## src/rtl/conv2_sched.sv

```systemverilog
// conv2 window scheduler and result sequencer.
// Optional cycle counter: define CONV2_SCHED_PERF_EN.
module conv2_sched #(
  parameter int IN_W      = 12,
  parameter int K         = 5,
  parameter int CALC_LAT  = 4,
  parameter int OUT_W     = IN_W - K + 1,
  parameter int ADDR_BITS = 6
) (
  input  logic                 clk,
  input  logic                 rst,
  input  logic                 start,
  input  logic                 pause,
  output logic                 busy,
  output logic                 done,
  output logic                 win_valid,
  output logic [3:0]           win_row,
  output logic [3:0]           win_col,
  input  logic                 calc_valid,
  input  logic [7:0]           calc_data,
  output logic                 wr_en,
  output logic [ADDR_BITS-1:0] wr_addr,
  output logic [7:0]           wr_data,
  output logic                 err,
  output logic [15:0]          cycle_cnt
);

  localparam int NWIN = OUT_W * OUT_W;
  localparam int CW   = ADDR_BITS + 1;

  typedef enum logic [1:0] {
    IDLE, ISSUE, DRAIN, DONE
  } state_t;

  state_t        state, state_nx;
  logic          start_q;
  logic [3:0]    nr, nc;
  logic [3:0]    cur_r, cur_c;
  logic [3:0]    outstanding;
  logic [CW-1:0] wr_cnt;
  logic          start_acc, issue, last;
  logic          res_ok, dec, drained;

  assign busy = (state == ISSUE) || (state == DRAIN);
  assign done = (state == DONE);

  // issue / accept decisions and next-state
  always_comb begin
    state_nx  = state;
    start_acc = (state == IDLE) && start && !start_q;
    cur_r     = (state == IDLE) ? 4'd0 : nr;
    cur_c     = (state == IDLE) ? 4'd0 : nc;
    issue     = !pause
              && (outstanding <= 4'(CALC_LAT))
              && (start_acc || state == ISSUE);
    last      = issue
              && cur_r == 4'(OUT_W - 1)
              && cur_c == 4'(OUT_W - 1);
    dec       = calc_valid && outstanding != 4'd0;
    res_ok    = dec && (state != IDLE)
              && wr_cnt != CW'(NWIN);
    drained   = wr_cnt == CW'(NWIN)
              && outstanding == 4'd0;
    case (state)
      IDLE:  if (start_acc)
               state_nx = last ? DRAIN : ISSUE;
      ISSUE: if (last) state_nx = DRAIN;
      DRAIN: if (drained) state_nx = DONE;
      DONE:  state_nx = IDLE;
      default: state_nx = IDLE;
    endcase
  end

  // state register and start edge history
  always_ff @(posedge clk or posedge rst) begin
    if (rst) begin
      state   <= IDLE;
      start_q <= 1'b0;
    end else begin
      state   <= state_nx;
      start_q <= start;
    end
  end

  // raster-scan window issue
  always_ff @(posedge clk or posedge rst) begin
    if (rst) begin
      win_valid <= 1'b0;
      win_row   <= '0;
      win_col   <= '0;
      nr        <= '0;
      nc        <= '0;
    end else if (issue) begin
      win_valid <= 1'b1;
      win_row   <= cur_r;
      win_col   <= cur_c;
      if (cur_c == 4'(OUT_W - 1)) begin
        nc <= '0;
        nr <= cur_r + 4'd1;
      end else begin
        nc <= cur_c + 4'd1;
        nr <= cur_r;
      end
    end else begin
      win_valid <= 1'b0;
      if (state == IDLE) begin
        nr <= '0;
        nc <= '0;
      end
    end
  end

  // in-flight window count across the calculator
  always_ff @(posedge clk or posedge rst) begin
    if (rst)
      outstanding <= '0;
    else if (start_acc)
      outstanding <= '0;
    else
      outstanding <= outstanding
                   + {3'd0, win_valid}
                   - {3'd0, dec};
  end

  // result capture, write strobe and sticky error
  always_ff @(posedge clk or posedge rst) begin
    if (rst) begin
      wr_en   <= 1'b0;
      wr_addr <= '0;
      wr_data <= '0;
      wr_cnt  <= '0;
      err     <= 1'b0;
    end else begin
      wr_en <= res_ok;
      if (start_acc)
        wr_cnt <= '0;
      if (res_ok) begin
        wr_data <= calc_data;
        wr_addr <= wr_cnt[ADDR_BITS-1:0];
        wr_cnt  <= wr_cnt + CW'(1);
      end
      if (calc_valid && !res_ok)
        err <= 1'b1;
    end
  end

`ifdef CONV2_SCHED_PERF_EN
  logic [15:0] perf_q;

  // busy-cycle counter, start cycle included
  always_ff @(posedge clk or posedge rst) begin
    if (rst)
      perf_q <= '0;
    else if (start_acc)
      perf_q <= 16'd1;
    else if (busy && perf_q != 16'hFFFF)
      perf_q <= perf_q + 16'd1;
  end

  assign cycle_cnt = perf_q;
`else
  assign cycle_cnt = '0;
`endif

endmodule

```

## config.mk

```make
export PLATFORM = sky130hd
export DESIGN_NAME = conv2_sched
export DESIGN_NICKNAME = d
export VERILOG_FILES = /design/src/rtl/conv2_sched.sv
export SDC_FILE = /design/constraint.sdc
export NUM_CORES = 1
export LEC_CHECK = 0
export BUFFER_PORTS_ARGS = -buffer_cell sky130_fd_sc_hd__buf_2
export CAP_MARGIN = 5
export CELL_PAD_IN_SITES_DETAIL_PLACEMENT = 2
export CELL_PAD_IN_SITES_GLOBAL_PLACEMENT = 2
export CORE_ASPECT_RATIO = 0.5
export CORE_MARGIN = 4
export CORE_UTILIZATION = 34
export DETAILED_ROUTE_END_ITERATION = 7
export PLACE_DENSITY_LB_ADDON = 0.1
export SLEW_MARGIN = 20
export SYNTH_ARGS = -nofsm -noshare
export SYNTH_HDL_FRONTEND = slang
export SYNTH_SLANG_ARGS = --single-unit
```

## constraint.sdc

```tcl
create_clock -name clk -period 3 [get_ports clk]
set_input_delay 0.3 -clock clk [delete_from_list [all_inputs] [get_ports clk]]
set_output_delay 0.3 -clock clk [all_outputs]
set_load 0.02 [all_outputs]
```

==> impl_results.md, run 1 <==
* Initial antenna violation count at 0
* TritonRoute pass-1 iters at 4
* Crit path arrival time at 2740 ps
* Routed WL per cell at 15.1 um
* Period minus WS final at 2570 ps
* CTS Buf Count at 5
* Largest net degree at the start of global routing at 48
* Cell variety after synth at 46
* Pwr/cell area at 1010 nW/um^2
* Setup TNS at 0 ps
* Startpoint types: register
* Syn avg cell area at 11.1 um^2
* Non-Filler Instances at 358
* Critical Path Fanout Max at 7
* Share of cells above drive strength 1 at 24.4%
* Fill cells at 733
* Worst Max-Slew Pin Slew at 861 ps
* Cell row count at 21
* Worst path buffer plus inverter count at 1
* CTS tree: built
* Pleak at 1.45 nW
* PortBufs at 39
* DRC at 0
* EDFF count, synth at 0
* Area Growth Syn to Fin at 16.1%
* Vias in the first global route at 1854
* Ys flop type: dfrtp_1
* Clock Skew at 7.47 ps
* Die width at 129 um
* Critical Path RT at 3170 ps
* Final slew viol count at 0
* Final hold slack at 144 ps
* Critical path type: reg -> reg
* Slew HR at 42.6%
* Yosys warning total at 0
* MaxCap Viol Count at 0
* Peak supply drop at 311 uV
* Highest-delay cell along the critical path: nor4_2
* Unrepaired setup endpoints after global routing: no
* First-pass GRT wire length at 8890 um
* Vias at 1680
* R2R setup slack at 430 ps
* Antenna diode count at 0
* Gr ovfl total at 0
* Clk_lat worst skew at 290 ps
* Final WL at 5390 um
* Placed cells at 351
* #FFs+latches synth at 47
* Hpwl dp at 3960 um
* Clock buffer depth at 2
* Vias/cell at 4.69
* Cts hold-fix bufs at 0
* Synthesized instance count at 222
* FMAX at 389 MHz
* Initial core utilization at 36.0%
* GPL Wtd Cong at 0.845
* Hold Crit Class: in -> async
* Final period util at 85.7%
* Global-route usage over all layers at 13.1%
* Post-CTS Setup Inserts at 0
* Worst path cell trace: inv_1, ha_1, nor2b_1, ha_1, and4bb_2, nand2_1, nor4_2, a22oi_1, a2bb2oi_1
* Root Buffer Master: clkbuf_16
* DRT antenna net count at 0
* Setup ws final at 430 ps
* Die Ht at 68.3 um
* # H-tree levels at 2
* Post-Place Setup Slack at 428 ps
* Synth Cell Area at 2470 um^2
* Core Area at 6860 um^2
* Outcome: finished, final reports clean
* Clk sink count at 47
* Final setup violating endpoints at 0
* Total die area at 8770 um^2
* Crit. End Element: register
* Final Hold Vio Count at 0
* Post-synth ARST share at 100%
* Most common cell on crit path: ha_1
* Sequential area share after synthesis at 47.6%
* CP max stage delay at 410 ps
* Resized Gates After CTS at 0
* Final-stage net count at 295
* Family with the most delay on the worst path: simple AND/OR/NAND/NOR gates
* 1st-iter DRT viols at 32
* I/O pins at 56
* Clk slew on worst S/H paths at 60 ps
synthesized netlist by cell type (2+ instances only):
cell | instances | area [um^2]
nand2_1 | 24 | 90.1
nand2b_1 | 7 | 43.8
buf_4 | 18 | 135
o21ai_1 | 3 | 15.0
and3_1 | 2 | 12.5
xnor2_1 | 6 | 52.6
mux2i_1 | 5 | 50.1
nor3_1 | 2 | 10.0
nor2_1 | 7 | 26.3
inv_1 | 18 | 67.6
mux2_1 | 12 | 135
a22oi_1 | 2 | 15.0
nor2b_1 | 3 | 18.8
or3b_1 | 2 | 17.5
mux2_2 | 5 | 56.3
nand3_1 | 5 | 25.0
dfrtp_1 | 47 | 1180
buf_6 | 2 | 22.5
o21ai_0 | 8 | 40.0
ha_1 | 15 | 188
and2_1 | 2 | 12.5
a21o_1 | 2 | 15.0
inv_2 | 2 | 7.51
per-layer routing:
layer,vias to the layer above,routed length (um),GRT usage (%)
met4,0,86,5.10
met3,8,248,3.74
li1,789,-,-
met1,847,2440,15.1
met5,-,0,0
met2,36,2620,23.8
layout make-up:
type | instances | area, um^2 | area share (%)
Sequential cell | 47 | 1180 | 41.0
Multi-Input combinational cell | 148 | 1110 | 38.6
Timing Repair Buffer | 44 | 233 | 8.12
Clock buffer | 6 | 129 | 4.50
Tap cell | 92 | 115 | 4.02
Inverter | 20 | 76.3 | 2.66
Clock inverter | 1 | 30.0 | 1.05
registers in the layout, indices dropped and copies added, names as in the netlist:
name         flops
wr_cnt           7
nc               4
nr               4
err              1
wr_data          8
wr_addr          6
wr_en            1
win_col          4
outstanding      4
win_valid        1
win_row          4
start_q          1
state            2
logic make-up after synthesis:
family	share of synthesized area [%]
AND/OR/NAND/NOR	13.5
flip-flops	47.6
buffers and inverters	9.78
AO/OA/AOI/OAI	8.26
multiplexers	9.78
adder cells (fa/ha/maj)	8.41
XOR/XNOR	2.48
other	0.152
report_power, final:
group          switching (mW)  internal, mW  total, mW
registers               0.139         0.851      0.990
clock network           0.232         0.389      0.621
logic                   0.749         0.542       1.29
total                    1.12          1.78       2.90
path summary, 6_finish.rpt:
kind | from | end | cells past startpoint
max | state[0]$_DFFE_PP0P_ | state[0]$_DFFE_PP0P_ | 9
min | rst | wr_data[0]$_DFFE_PP0P_ | 2
max reg2reg | state[0]$_DFFE_PP0P_ | state[0]$_DFFE_PP0P_ | 9
min reg2reg | err$_DFFE_PP0P_ | err$_DFFE_PP0P_ | 1
max in group asynchronous | rst | nr[1]$_DFF_PP0_ | 2
min in group clk | start | start_q$_DFF_PP0_ | 1
per-stage QoR:
step,power (mW),utilization [%],cell area (um^2)
2_1_floorplan,1.97,-,2520
3_3_place_gp,2.27,39.5,2710
3_5_place_dp,2.33,39.5,2710
4_1_cts,2.97,41.8,2870
5_1_grt,3.13,41.8,2870
6_report,2.90,41.8,2870
placed cells by master (no fill, tap or decap), types with 7 or more instances in the layout:
master,instances
ha_1,15
inv_1,17
mux2_1,12
buf_2,39
dfrtp_1,47
nand2b_1,7
o21ai_0,8
nand2_1,24
conb_1,16
nor2_1,7
Note: power is estimated with default switching activity, not from simulation.
==> run 2: changes to the inputs <==
RECOVER_POWER = 25   (was not set)
clock period = 2.4 ns   (was 3 ns; I/O delays follow)
==> run 2 against run 1 <==
Against the previous run:
- clock power up 10%
- first-iteration DRC count grew 110%
- register-to-register slack got worse by 310 ps
- critical endpoint is now outstanding[2]$_DFF_PP0_
- largest cell class unchanged
- highest routed layer unchanged
==> impl_results.md, run 2 (same netlist as run 1, synthesis figures left out) <==
* Outcome: finished, final reports clean
* WHS Path Cells at 1
* MaxCap Viol Count at 0 (unchanged)
* Setup TNS at 0 ps (unchanged)
* Placed inst area at 2780 um^2 (+2.6%)
* Max reg flops at 8 (unchanged)
* Final setup violating endpoints at 0 (unchanged)
* Final period util at 94.9% (+9.3 points)
* Pleak at 1.50 nW (+3.4%)
* Share of cells above drive strength 1 at 29.2% (+4.8 points)
* Antenna diode count at 0 (unchanged)
* CTS Buf Count at 5 (unchanged)
* Gr ovfl total at 0 (unchanged)
* 1st-iter DRT viols at 66 (+110%)
* DRC at 0 (unchanged)
* Critical Path RT at 2580 ps (-590 ps)
* Die width at 129 um (unchanged)
* Placed cells at 357 (+1.7%)
* Die Ht at 68.3 um (unchanged)
* Root Buffer Master: clkbuf_16
* Initial core utilization at 36.0% (unchanged)
* Period minus WS final at 2280 ps (-291 ps)
* Most frequent cells in the layout: 47 x dfrtp_1, 37 x buf_2, 22 x nand2_1
* Clk_lat worst skew at 290 ps (about the same)
* Total die area at 8770 um^2 (unchanged)
* Final WL at 5440 um (+0.83%)
* Storage cell area at 1180 um^2 (unchanged)
* Commonest non-fill, non-tap cell in the layout: dfrtp_1
* GPL Wtd Cong at 0.770 (-8.9%)
* Final slew viol count at 0 (unchanged)
* Vias/cell at 4.68 (-0.27%)
* Global-route usage over all layers at 13.5% (+0.39 points)
* Crit. End Element: register
* Startpoint types: register
* Clock Skew at 6.09 ps (-1.38 ps)
* Final instance area at 2970 um^2 (+3.8%)
* Fill cells at 731 (-0.27%)
* Routed WL per cell at 14.7 um (-2.2%)
* R2R setup slack at 120 ps (-310 ps)
* Clock buffer depth at 2 (unchanged)
* Crit path arrival time at 2460 ps (-280 ps)
* Vias in the first global route at 1938 (+4.5%)
* Area of the multi-input gates at 1150 um^2 (+3.5%)
* Initial antenna violation count at 0 (unchanged)
* Vias at 1727 (+2.8%)
* Cell row count at 21 (unchanged)
* Clk slew on worst S/H paths at 60 ps (about the same)
* PortBufs at 39 (unchanged)
* TritonRoute pass-1 iters at 4 (unchanged)
* I/O pins at 56 (unchanged)
* Area Growth Syn to Fin at 20.5%
* Core Area at 6860 um^2 (unchanged)
* DRT antenna net count at 0 (unchanged)
* Non-Filler Instances at 369 (+3.1%)
* Hold endpoint: start_q$_DFF_PP0_
* Hold wc startpoint: start
* Clk sink count at 47 (unchanged)
* Peak supply drop at 361 uV (+16%)
* Top Registers: wr_data: 8 flops, wr_cnt: 7 flops, wr_addr: 6 flops
* First-pass GRT wire length at 9150 um (+2.9%)
* Reg2Reg Launch Point: outstanding[2]$_DFF_PP0_
* Hpwl dp at 4030 um (+1.8%)
* Most flops, register: wr_data
* # H-tree levels at 2 (unchanged)
* Reg-to-reg endpoint: outstanding[2]$_DFF_PP0_
* Hold Crit Class: in -> reg
* Critical path type: reg -> reg
* Final-stage net count at 305 (+3.4%)
* Slew HR at 47.8% (+5.2 points)
* Post-layout util at 43.4% (+1.6 points)
* Path depth of the worst reg2reg path at 11 (+2)
* Final Hold Vio Count at 0 (unchanged)
* FMAX at 439 MHz (+13%)
* Pwr/cell area at 1240 nW/um^2 (+23%)
* Worst Max-Slew Pin Slew at 783 ps (-78.5 ps)
* Final hold slack at 98.6 ps (-45.9 ps)
* Largest net degree at the start of global routing at 32 (-33%)
* Critical Path Fanout Max at 2 (-5)
* CTS tree: built
[run 2: cell count changes in the layout (fill, tap and decap cells not counted), moves of 2 or more]
cell	change
clkinv_2	+2
buf_4	+6
buf_2	-2
nand2_1	-2
nand2_2	+2
inv_2	+2
[run 2: worst max-delay path by stage]
stage                                  start                        to  slack (ps)  cells past startpoint
detailed placement  outstanding[2]$_DFF_PP0_  outstanding[2]$_DFF_PP0_          30                     11
floorplan               state[0]$_DFFE_PP0P_      state[0]$_DFFE_PP0P_          50                     10
global route        outstanding[2]$_DFF_PP0_  outstanding[2]$_DFF_PP0_         -20                     11
global placement        state[1]$_DFFE_PP0P_      state[0]$_DFFE_PP0P_          90                     10
CTS                 outstanding[2]$_DFF_PP0_  outstanding[2]$_DFF_PP0_          10                     11
finish              outstanding[2]$_DFF_PP0_  outstanding[2]$_DFF_PP0_         120                     11
[run 2: routing by layer]
| layer | global-route usage (%) | up-vias | share of wire [%] |
|---|---|---|---|
| li1 | - | 810 | - |
| met1 | 15.6 | 872 | 42 |
| met2 | 24.7 | 37 | 52 |
| met3 | 3.66 | 8 | 4.7 |
| met4 | 4.71 | 0 | 1.4 |
| met5 | 0 | - | 0 |
[run 2: repair_timing]
action / in CTS / in global routing
pin swaps: 1 / 6
hold buffers: 1 / 0
setup endpoints to repair: 3 / 6
endpoints found under the hold margin: 16 / 0
resized for setup: 1 / 10
setup buffers: 0 / 3
[run 2: power breakdown]
part | switching (mW) | leakage (nW) | internal [mW] | total [mW]
Clock | 0.302 | 0.0733 | 0.381 | 0.683
Combinational | 0.980 | 0.823 | 0.787 | 1.77
Sequential | 0.178 | 0.600 | 1.06 | 1.24
Total | 1.46 | 1.50 | 2.23 | 3.69
[run 2: area by class of cell]
| cell class | count | share of cell area, % |
|---|---|---|
| Timing Repair Buffer | 54 | 10.8 |
| Sequential cell | 47 | 39.5 |
| Tap cell | 92 | 3.87 |
| Clock buffer | 5 | 4.21 |
| Multi-Input combinational cell | 148 | 38.5 |
| Clock inverter | 3 | 0.505 |
| Inverter | 20 | 2.52 |
[run 2: stage by stage]
step	setup WS (ps)	power, mW
after floorplan	46.1	2.47
after global placement	94.0	2.89
after detailed placement	31.7	2.96
after CTS	14.8	3.68
after global routing	-22.5	4.02
final	121	3.69
[run 2: critical path, stage by stage, from the launching register on]
cell and delay [ps]:
dfrtp_1 390, inv_2 60, ha_1 130, or3b_4 380, nand2_2 80, inv_1 50, ha_1 270, inv_1 60
ha_4 160, fa_2 370, xnor2_2 160, nor2_1 60
